===== config.mk =====
export PLATFORM = sky130hd
export DESIGN_NAME = vga_rect_renderer
export DESIGN_NICKNAME = d
export VERILOG_FILES = /design/src/rtl/vga_rect_renderer.sv
export SDC_FILE = /design/constraint.sdc
export NUM_CORES = 1
export LEC_CHECK = 0
export ABC_AREA = 1
export BUFFER_PORTS_ARGS = -buffer_cell sky130_fd_sc_hd__buf_2
export CAP_MARGIN = 30
export CORE_ASPECT_RATIO = 1.4
export CORE_MARGIN = 4
export CORE_UTILIZATION = 60
export CTS_CLUSTER_DIAMETER = 50
export DETAILED_ROUTE_END_ITERATION = 16
export HOLD_SLACK_MARGIN = 0.03
export PLACE_DENSITY = 0.84
export REMOVE_ABC_BUFFERS = 1
export SYNTH_ARGS = -nofsm -noshare
export SYNTH_HDL_FRONTEND = slang
export SYNTH_SLANG_ARGS = --single-unit

===== constraint.sdc =====
create_clock -name board_clk -period 14.5 [get_ports board_clk]
set_input_delay 2.9 -clock board_clk [delete_from_list [all_inputs] [get_ports board_clk]]
set_output_delay 2.9 -clock board_clk [all_outputs]
set_load 0.01 [all_outputs]

===== src/rtl/vga_rect_renderer.sv =====
// VGA timing generator with a NUM_RECTS-channel, fixed-priority rectangle compositor.
// Optional macro VGA_BORDER_EN forces a white one-pixel frame around the active area.
module vga_rect_renderer #(
    parameter int CW        = 10,
    parameter int NUM_RECTS = 4,
    parameter int CLK_DIV   = 2,
    parameter int H_ACTIVE  = 640,
    parameter int H_FP      = 16,
    parameter int H_SYNC    = 96,
    parameter int H_BP      = 48,
    parameter int V_ACTIVE  = 480,
    parameter int V_FP      = 10,
    parameter int V_SYNC    = 2,
    parameter int V_BP      = 33
) (
    input  logic                    board_clk,
    input  logic                    Reset,
    input  logic [NUM_RECTS-1:0]    rect_en,
    input  logic [NUM_RECTS*CW-1:0] rect_x0,
    input  logic [NUM_RECTS*CW-1:0] rect_x1,
    input  logic [NUM_RECTS*CW-1:0] rect_y0,
    input  logic [NUM_RECTS*CW-1:0] rect_y1,
    input  logic [NUM_RECTS*3-1:0]  rect_color,
    input  logic [2:0]              bg_color,
    output logic                    vga_h_sync,
    output logic                    vga_v_sync,
    output logic                    vga_r,
    output logic                    vga_g,
    output logic                    vga_b,
    output logic [CW-1:0]           counter_x,
    output logic [CW-1:0]           counter_y,
    output logic                    in_display,
    output logic                    frame_start
);
    localparam int H_TOTAL = H_ACTIVE + H_FP + H_SYNC + H_BP;
    localparam int V_TOTAL = V_ACTIVE + V_FP + V_SYNC + V_BP;
    localparam int DW      = (CLK_DIV > 1) ? $clog2(CLK_DIV) : 1;

    localparam logic [DW-1:0] DIV_LAST = DW'(CLK_DIV - 1);
    localparam logic [CW-1:0] H_LAST   = CW'(H_TOTAL - 1);
    localparam logic [CW-1:0] V_LAST   = CW'(V_TOTAL - 1);
    localparam logic [CW-1:0] H_ACT    = CW'(H_ACTIVE);
    localparam logic [CW-1:0] V_ACT    = CW'(V_ACTIVE);
    localparam logic [CW-1:0] HS_FIRST = CW'(H_ACTIVE + H_FP);
    localparam logic [CW-1:0] HS_LAST  = CW'(H_ACTIVE + H_FP + H_SYNC - 1);
    localparam logic [CW-1:0] VS_FIRST = CW'(V_ACTIVE + V_FP);
    localparam logic [CW-1:0] VS_LAST  = CW'(V_ACTIVE + V_FP + V_SYNC - 1);

    logic [DW-1:0]           div_q, div_d;
    logic [CW-1:0]           cx_q, cx_d;
    logic [CW-1:0]           cy_q, cy_d;
    logic                    tick, line_end, frame_end, frame_wrap;

    logic [NUM_RECTS-1:0]    sh_en_q, sh_en_d;
    logic [NUM_RECTS*CW-1:0] sh_x0_q, sh_x0_d;
    logic [NUM_RECTS*CW-1:0] sh_x1_q, sh_x1_d;
    logic [NUM_RECTS*CW-1:0] sh_y0_q, sh_y0_d;
    logic [NUM_RECTS*CW-1:0] sh_y1_q, sh_y1_d;
    logic [NUM_RECTS*3-1:0]  sh_color_q, sh_color_d;
    logic [2:0]              sh_bg_q, sh_bg_d;

    logic [2:0]              rgb_q, rgb_d;
    logic                    hsync_q, hsync_d;
    logic                    vsync_q, vsync_d;
    logic                    disp_q, disp_d;
    logic                    frame_start_q, frame_start_d;

    logic                    active, hit_found;
    logic [2:0]              pix_color;

    always_comb begin
        tick       = (div_q == DIV_LAST);
        line_end   = (cx_q == H_LAST);
        frame_end  = line_end && (cy_q == V_LAST);
        frame_wrap = tick && frame_end;

        div_d = tick ? '0 : div_q + 1'b1;
        cx_d  = cx_q;
        cy_d  = cy_q;
        if (tick) begin
            if (line_end) begin
                cx_d = '0;
                cy_d = (cy_q == V_LAST) ? '0 : cy_q + 1'b1;
            end else begin
                cx_d = cx_q + 1'b1;
            end
        end
        frame_start_d = frame_wrap;
    end

    // Shadow copy taken only on the frame wrap, so game logic can update at any time.
    always_comb begin
        sh_en_d    = sh_en_q;
        sh_x0_d    = sh_x0_q;
        sh_x1_d    = sh_x1_q;
        sh_y0_d    = sh_y0_q;
        sh_y1_d    = sh_y1_q;
        sh_color_d = sh_color_q;
        sh_bg_d    = sh_bg_q;
        if (frame_wrap) begin
            sh_en_d    = rect_en;
            sh_x0_d    = rect_x0;
            sh_x1_d    = rect_x1;
            sh_y0_d    = rect_y0;
            sh_y1_d    = rect_y1;
            sh_color_d = rect_color;
            sh_bg_d    = bg_color;
        end
    end

    always_comb begin
        active    = (cx_q < H_ACT) && (cy_q < V_ACT);
        hit_found = 1'b0;
        pix_color = sh_bg_q;
        for (int unsigned i = 0; i < NUM_RECTS; i++) begin
            if (!hit_found && sh_en_q[i] &&
                (cx_q >= sh_x0_q[i*CW +: CW]) && (cx_q <= sh_x1_q[i*CW +: CW]) &&
                (cy_q >= sh_y0_q[i*CW +: CW]) && (cy_q <= sh_y1_q[i*CW +: CW])) begin
                hit_found = 1'b1;
                pix_color = sh_color_q[i*3 +: 3];
            end
        end
`ifdef VGA_BORDER_EN
        if ((cx_q == '0) || (cx_q == CW'(H_ACTIVE - 1)) ||
            (cy_q == '0) || (cy_q == CW'(V_ACTIVE - 1))) begin
            pix_color = 3'b111;
        end
`endif

        rgb_d   = rgb_q;
        hsync_d = hsync_q;
        vsync_d = vsync_q;
        disp_d  = disp_q;
        if (tick) begin
            rgb_d   = active ? pix_color : 3'b000;
            hsync_d = !((cx_q >= HS_FIRST) && (cx_q <= HS_LAST));
            vsync_d = !((cy_q >= VS_FIRST) && (cy_q <= VS_LAST));
            disp_d  = active;
        end
    end

    always_ff @(posedge board_clk or posedge Reset) begin
        if (Reset) begin
            div_q         <= '0;
            cx_q          <= '0;
            cy_q          <= '0;
            sh_en_q       <= '0;
            sh_x0_q       <= '0;
            sh_x1_q       <= '0;
            sh_y0_q       <= '0;
            sh_y1_q       <= '0;
            sh_color_q    <= '0;
            sh_bg_q       <= '0;
            rgb_q         <= '0;
            hsync_q       <= 1'b1;
            vsync_q       <= 1'b1;
            disp_q        <= 1'b1;
            frame_start_q <= 1'b0;
        end else begin
            div_q         <= div_d;
            cx_q          <= cx_d;
            cy_q          <= cy_d;
            sh_en_q       <= sh_en_d;
            sh_x0_q       <= sh_x0_d;
            sh_x1_q       <= sh_x1_d;
            sh_y0_q       <= sh_y0_d;
            sh_y1_q       <= sh_y1_d;
            sh_color_q    <= sh_color_d;
            sh_bg_q       <= sh_bg_d;
            rgb_q         <= rgb_d;
            hsync_q       <= hsync_d;
            vsync_q       <= vsync_d;
            disp_q        <= disp_d;
            frame_start_q <= frame_start_d;
        end
    end

    assign counter_x   = cx_q;
    assign counter_y   = cy_q;
    assign vga_r       = rgb_q[2];
    assign vga_g       = rgb_q[1];
    assign vga_b       = rgb_q[0];
    assign vga_h_sync  = hsync_q;
    assign vga_v_sync  = vsync_q;
    assign in_display  = disp_q;
    assign frame_start = frame_start_q;

endmodule

======== Yosys cells after proc, flatten, opt, wreduce, memory -nomap -nowiden ========
Cells that the tools add are included.
cells by class
  $add $sub $neg .......................... 3
  magnitude comparators ................... 22
  eq/ne operators ......................... 2
  mux-type cells .......................... 11
  reduce and logical (&&, ||, !) cells .... 30
operators by type and width
  kind                                                                 number
  greater-or-equal comparator 10 bit                                   8
  <= comparator 10 bit                                                 8
  logical AND 1 bit                                                    24
  adder 10 x 1 -> 10 bit (second input constant)                       2
  equality test 10 bit (second input constant)                         2
  2-to-1 mux 10 bit                                                    2
  2-to-1 mux 3 bit                                                     5
  greater-or-equal comparator 10 bit (second input constant)           1
  greater-or-equal comparator 10 x 9 -> 1 bit (second input constant)  1
  <= comparator 10 bit (second input constant)                         1
  <= comparator 10 x 9 -> 1 bit (second input constant)                1
  less-than comparator 10 bit (second input constant)                  1
  less-than comparator 10 x 9 -> 1 bit (second input constant)         1
  zero test 1 bit                                                      5
  2-to-1 mux 1 bit                                                     4
  AND reduction 2 bit                                                  1
  adder 1 bit (second input constant)                                  1
word-level totals
  flip-flop bits (word level) ............. 207
  output and inout bits ................... 27
  word-level logic and storage cells ...... 83

======== Depth between registers and ports, before layout ========
Gate-level depths: netlist (run 1).
  word-level depth ........................ 28
  depth in mapped cells ................... 19
  mapped depth without buffers ............ 19

======== Worst setup path before layout (run 1) ========
OpenSTA, ideal clock, no wires.
  path type ............................... register to output
  from .................................... reg cx_q[7] (netlist: counter_x[7])
  to ...................................... out counter_x[7]
  arrival time ............................ 608 ps
  required time ........................... 11,600 ps
  slack ................................... 10,992 ps
  cell stages (with the launch flop) ...... 1
  path through ............................ dfrtp_1
RTL lines
  element                   line  text
  start: declaration        50    logic [CW-1:0] cx_q, cx_d;
  start signal: assignment  145   cx_q <= '0;
  start signal: assignment  161   cx_q <= cx_d;
  end: declaration          30    output logic [CW-1:0] counter_x,
No word-level cell between the ends.

======== Final worst setup path (run 1) ========
  from .................................... reg cy_q[4] (netlist: counter_y[4])
  to ...................................... out counter_y[4]
RTL lines
  element                   line  text
  start: declaration        51    logic [CW-1:0] cy_q, cy_d;
  start signal: assignment  162   cy_q <= cy_d;
  end: declaration          31    output logic [CW-1:0] counter_y,
No word-level cell between the ends.

==> summary.md, run 1 <==
| Metric | Value |
|---|---|
| CP bufs+invs | `1` |
| CTS tree | `yes` |
| Worst R2R Setup Slack | `10140 ps` |
| Pins over their slew limit | `0` |
| Netlist cell types | `41` |
| Initial antenna violation count | `0` |
| Post-cts repair resize count | `0` |
| Number of synthesized flops with an enable pin | `0` |
| Power Density | `85.1 mW/mm²` |
| Antenna Cells | `0` |
| Comb pwr share | `3.1%` |
| Buffers on Ports | `207` |
| Post-CTS Setup Bufs | `0` |
| CP endpoint kind | `primary output` |
| Post-Synthesis Cells | `1519` |
| Critical path startpoint | `counter_y[4]` |
| Fin Setup TNS | `0 ps` |
| Cell Int Power | `964 µW` |
| Final HPWL DP | `21300 µm` |
| # rows | `62` |
| Slew Limit Headroom | `36.8%` |
| Detailed Route Iter0 Violations | `757` |
| DR pass1 iterations | `7` |
| Chip width | `130 µm` |
| RSZ-0062 raised after global routing | `no` |
| Max_cap viols | `0` |
| Largest net degree at the start of global routing | `136` |
| Vias/cell | `5.31` |
| R2r endpoint | `sh_x1_q[29]` |
| CP required | `11600 ps` |
| Share of cells above drive strength 1 | `18.1%` |
| CTS Hold Bufs | `0` |
| First-pass GRT wire length | `48900 µm` |
| Placement Setup Slack | `9810 ps` |
| Synth Flop Type | `dfrtp_1` |
| Fin nets | `2063` |
| Clock Latency Late Sink | `510 ps` |
| Synthesis Warnings | `0` |
| # IOs | `208` |
| Synthesized area | `0.0125 mm²` |
| Min Tclk post-route | `4500 ps` |
| Worst R2R Path Depth | `9` |
| WP data arrival | `1600 ps` |
| Routed Antenna Nets | `0` |
| Worst-Margin Slew | `948 ps` |
| Gr usage total | `25.9%` |
| Final number of setup-violating endpoints | `0` |
| Clock share of power | `49.9%` |
| Register clock-pin slew on the reported worst setup and hold paths | `60 ps` |
| FF+latch count, synth | `207` |
| Kind of critical path | `flop to primary output` |
| Die height | `179 µm` |
| Startpoint of the worst-slack reg-to-reg timing path | `counter_x[1]` |
| Via count | `10600` |
| Clock Path Buffers | `3` |
| Sequential share of power | `47.0%` |
| Switching share of total power | `21.5%` |
| Wirelength per Cell | `14.9 µm` |
| Slowest CP cell | `dfrtp_1` |
| Syn avg cell area | `8.26 µm²` |
| Sequential fraction of the synthesis area | `41.3%` |
| F_max | `0.222 GHz` |
| Leak Pwr | `0.00788 µW` |
| Worst setup SP type | `flop` |
| Final Hold Fails | `0` |
| Total Wirelength | `29700 µm` |
| Maximum vdd drop | `0.0861 mV` |
| GR Overflow Total | `0` |
| Crit path to | `counter_y[4]` |
| Top delay family on crit path | `flip-flops` |
| Total CTS buffers | `24` |
| Most common cell after layout, fill and taps aside | `nand2_1` |
| Levels on crit path | `1` |
| Final period util | `31.0%` |
| Most frequent cells in the layout | `nand2_1, inv_1, buf_2, dfrtp_1, ha_1` |
| Area grow syn2layout | `15.0%` |
| CTS sink cnt | `207` |
| Worst-path cell chain | `buf_2` |
| Root Buffer | `clkbuf_16` |
| Critical Path Fanout Max | `14` |
| Initial Util | `61.0%` |
| Final WS setup | `10000 ps` |
| Remaining DRCs | `0` |
| Ys async rst share | `100%` |
| CORE AREA | `0.0206 mm²` |
| Worst hold path type | `flop to flop` |
| Die footprint | `0.0233 mm²` |
| CTS HTree Levels | `1` |
| Vias in the first global route | `10600` |
| Clock Skews | `10.6 ps` |
| Worst hold margin | `468 ps` |
| CP max stage delay | `830 ps` |
| Status | `finished clean` |
| Net Switching | `264 µW` |
| Placer Congestion | `0.892` |
how the worst min path moves through the flow:
stage | from | to | slack, ps | depth (start not counted)
floorplan | sh_color_q[11] | sh_color_q[11] | 430 | 2
global placement | sh_color_q[1] | sh_color_q[1] | 450 | 2
detailed placement | sh_color_q[1] | sh_color_q[1] | 460 | 2
CTS | sh_color_q[1] | sh_color_q[1] | 470 | 2
global route | sh_color_q[8] | sh_color_q[8] | 500 | 2
finish | sh_color_q[1] | sh_color_q[1] | 470 | 2
flip-flops by register name (all words and copies together), names as in the netlist, 3 cells and up:
| name | count |
|---|---|
| sh_x0_q | 40 |
| sh_y0_q | 40 |
| sh_en_q | 4 |
| counter_x | 10 |
| counter_y | 10 |
| sh_y1_q | 40 |
| rgb_q | 3 |
| sh_color_q | 12 |
| sh_bg_q | 3 |
| sh_x1_q | 40 |
kinds of logic (layout without fill, tap and decap cells):
kind of cell	count (synthesis)	in the layout	synth area share, %
simple gates	598	598	20.0
fa+ha+maj	164	164	16.4
buf+inv	280	497	10.0
xor+xnor	5	5	0.349
flops	207	207	41.3
compound gates	265	265	11.9
power by group through the flow:
stage	Combinational [µW]	Sequential, µW	Clock [µW]
floorplan	8.35	588	0
global placement	37.7	588	0
detailed placement	37.5	588	0
CTS	37.8	578	623
global route	42.9	577	646
finish	37.8	578	612
area by class of cell:
type	instances	area (µm²)
Fill cell	1627	6130
Timing Repair Buffer	212	1090
Clock inverter	12	129
Multi-Input combinational cell	1032	6100
Inverter	241	912
Clock buffer	32	682
Sequential cell	207	5180
Tap cell	256	320
metrics by stage:
step	total power [µW]	util (%)	area, µm²	std cells
after floorplan	597	-	12200	1480
after global placement	626	66.1	13600	1947
after detailed placement	626	66.1	13600	1947
after CTS	1240	70.0	14400	1991
after global routing	1270	70.2	14400	1992
final	1230	70.2	14400	1992
routing by layer:
layer,track usage [%],part of all wire [%]
met3,4.65,6.6
met2,46.7,52
met5,0,0
met4,8.10,2.7
met1,30.9,39
synthesized netlist by cell type (6+ instances only):
cell      count  area share, %
nor3_1        6           0.24
nand2_2      22            1.1
buf_6        20            1.8
buf_4         9           0.54
o211ai_1      8           0.48
nand2_1     407             12
nor2_1       82            2.5
a21oi_1      56            2.2
o21ai_0      31            1.2
nand3_1      43            1.7
o21ai_2      20            1.4
nand4_1      19           0.95
ha_1        164             16
inv_1       235            7.0
o21a_1        9           0.54
buf_2         9           0.36
dfrtp_1     204             41
o21ai_1     127            5.1
Power figures use the tool's default switching activity.
==> run 2: changes to the inputs <==
CORE_UTILIZATION = 58   (was 60)
PLACE_DENSITY = 0.82   (was 0.84)
clock period = 4.7 ns   (was 14.5 ns; I/O delays follow)
==> run 2 against run 1 <==
- first-iteration DRC count decreased by 23%
- worst hold slack got worse by 110 ps
- via count decreased by 0.36%
- combinational power increased to 3.1 times the previous value
- non-clock buffer count increased by 4
- clock power increased to 2.8 times the previous value
- cell count increased by 0.20%
- core utilization decreased by 2.2 points
- design area decreased by 0.11%
- flip-flop and latch count unchanged
- largest power group is now registers
==> summary.md, run 2 (synthesis gave the netlist of run 1 again) <==
| Metric | Value |
|---|---|
| Final WS setup | `1610 ps` |
| Buffers on Ports | `207` |
| GR Overflow Total | `0` |
| Final HPWL DP | `21700 µm` |
| CP bufs+invs | `2` |
| Leak Pwr | `0.00787 µW` |
| Maximum vdd drop | `0.257 mV` |
| CTS sink cnt | `207` |
| Placement Setup Slack | `1590 ps` |
| Share of cells above drive strength 1 | `18.1%` |
| Critical Path Fanout Max | `65` |
| Kind of critical path | `flop to flop` |
| CTS HTree Levels | `1` |
| Net Switching | `770 µW` |
| Worst hold path type | `primary input to async pin` |
| CP max stage delay | `720 ps` |
| Gr usage total | `24.8%` |
| Detailed Route Iter0 Violations | `582` |
| Power Density | `251 mW/mm²` |
| # IOs | `208` |
| Largest net degree at the start of global routing | `141` |
| Min Tclk post-route | `3090 ps` |
| Most common cell after layout, fill and taps aside | `nand2_1` |
| # rows | `63` |
| Worst setup SP type | `flop` |
| Slew Limit Headroom | `40.1%` |
| Total Wirelength | `29900 µm` |
| Clock Path Buffers | `3` |
| Register clock-pin slew on the reported worst setup and hold paths | `60 ps` |
| Slowest CP cell | `nor2_8` |
| DR pass1 iterations | `9` |
| Final Hold Fails | `0` |
| Dpl cells | `1955` |
| CTS tree | `yes` |
| Worst-path cell chain | `ha_1 -> nand3_2 -> nor4_4 -> inv_2 -> nor2_8 -> inv_2 -> nand2_1 -> nand2_1` |
| Via count | `10500` |
| Top delay family on crit path | `simple AND/OR/NAND/NOR gates` |
| CP required | `5080 ps` |
| Post-CTS Setup Bufs | `0` |
| Clock share of power | `47.4%` |
| Pins over their slew limit | `0` |
| Most frequent cells in the layout | `nand2_1, inv_1, buf_2, dfrtp_1, ha_1` |
| Post-route insts no fill | `1996` |
| Clock Latency Late Sink | `500 ps` |
| RSZ-0062 raised after global routing | `no` |
| Fin nets | `2066` |
| Die height | `182 µm` |
| CTS Hold Bufs | `0` |
| Root Buffer | `clkbuf_16` |
| Remaining DRCs | `0` |
| Vias in the first global route | `10700` |
| First-pass GRT wire length | `49700 µm` |
| Initial Util | `59.2%` |
| Final number of setup-violating endpoints | `0` |
| Cell Int Power | `2840 µW` |
| Initial antenna violation count | `0` |
| Post-cts repair resize count | `0` |
| Antenna Cells | `0` |
| Final period util | `65.7%` |
| Max_cap viols | `0` |
| Worst-Margin Slew | `899 ps` |
| Total CTS buffers | `23` |
| CP endpoint kind | `flop` |
| Routed Antenna Nets | `0` |
| Status | `finished clean` |
| Switching share of total power | `21.3%` |
| Clock Skews | `7.16 ps` |
| Sequential share of power | `49.4%` |
| Die footprint | `0.0241 mm²` |
| Chip width | `132 µm` |
| Vias/cell | `5.28` |
| WP data arrival | `3470 ps` |
| CORE AREA | `0.0212 mm²` |
| F_max | `0.324 GHz` |
| Wirelength per Cell | `15.0 µm` |
| Comb pwr share | `3.3%` |
| Area grow syn2layout | `14.9%` |
| Placer Congestion | `0.895` |
## run 2: changes by cell type in the layout (fill, tap and decap cells not counted)
| cell | delta |
|---|---|
| buf_12 | +4 |
| clkbuf_16 | -2 |
| clkinv_2 | +2 |
| clkinvlp_4 | -2 |
| bufinv_16 | -1 |
| clkbuf_1 | +1 |
| inv_6 | -1 |
| inv_8 | -1 |
## run 2: path summary, 6_finish.rpt
check / slack (ps) / end / cells after the start / startpoint
worst max-delay path: 1610 / sh_color_q[0] / 8 / counter_x[1]
worst min-delay path: 360 / sh_y0_q[8] / 2 / Reset
worst max register to register: 1610 / sh_color_q[0] / 8 / counter_x[1]
worst min register to register: 460 / sh_color_q[11] / 2 / sh_color_q[11]
max in group asynchronous: 3180 / vga_h_sync / 4 / Reset
min in group board_clk: 460 / sh_color_q[11] / 2 / sh_color_q[11]
## run 2: power by group through the flow
| stage | clock network, µW | logic (µW) | registers (µW) |
|---|---|---|---|
| floorplan | 0 | 25.7 | 1820 |
| global route | 1820 | 134 | 1780 |
| detailed placement | 0 | 117 | 1810 |
| CTS | 1750 | 118 | 1780 |
| global placement | 0 | 118 | 1810 |
| finish | 1710 | 118 | 1780 |
## run 2: metal layers
layer,track usage (%),share of wire [%],routed length [µm]
met1,29.2,40,12000
met2,45.7,51,15200
met3,4.30,5.9,1750
met4,8.44,3.0,904
met5,0,0,0
## run 2: layout make-up
type,instances,area [µm²]
inverter,241,912
timing repair buffer,216,1170
sequential,207,5180
multi-input combinational,1032,6100
fill,1754,6800
tap,260,325
clock buffer,31,636
clock inverter,9,73.8
## run 2: worst register-to-register path, delay by kind of cell (launching register included)
family                   cells  cell delay (ps)
adder cells (fa/ha/maj)      1              310
flip-flops                   1              670
AND/OR/NAND/NOR              5             1400
buffers and inverters        2              610
## run 2: per-stage QoR
step | total power [µW] | hold WS (ps) | util [%] | cell area [µm²] | TNS (ps)
finish | 3610 | 358 | 67.9 | 14400 | 0
global route | 3740 | 351 | 67.9 | 14400 | 0
CTS | 3650 | 468 | 67.8 | 14400 | 0
detailed placement | 1930 | 454 | 64.5 | 13700 | 0
global placement | 1930 | 452 | 64.5 | 13700 | 0
floorplan | 1840 | 433 | - | 12200 | -385960
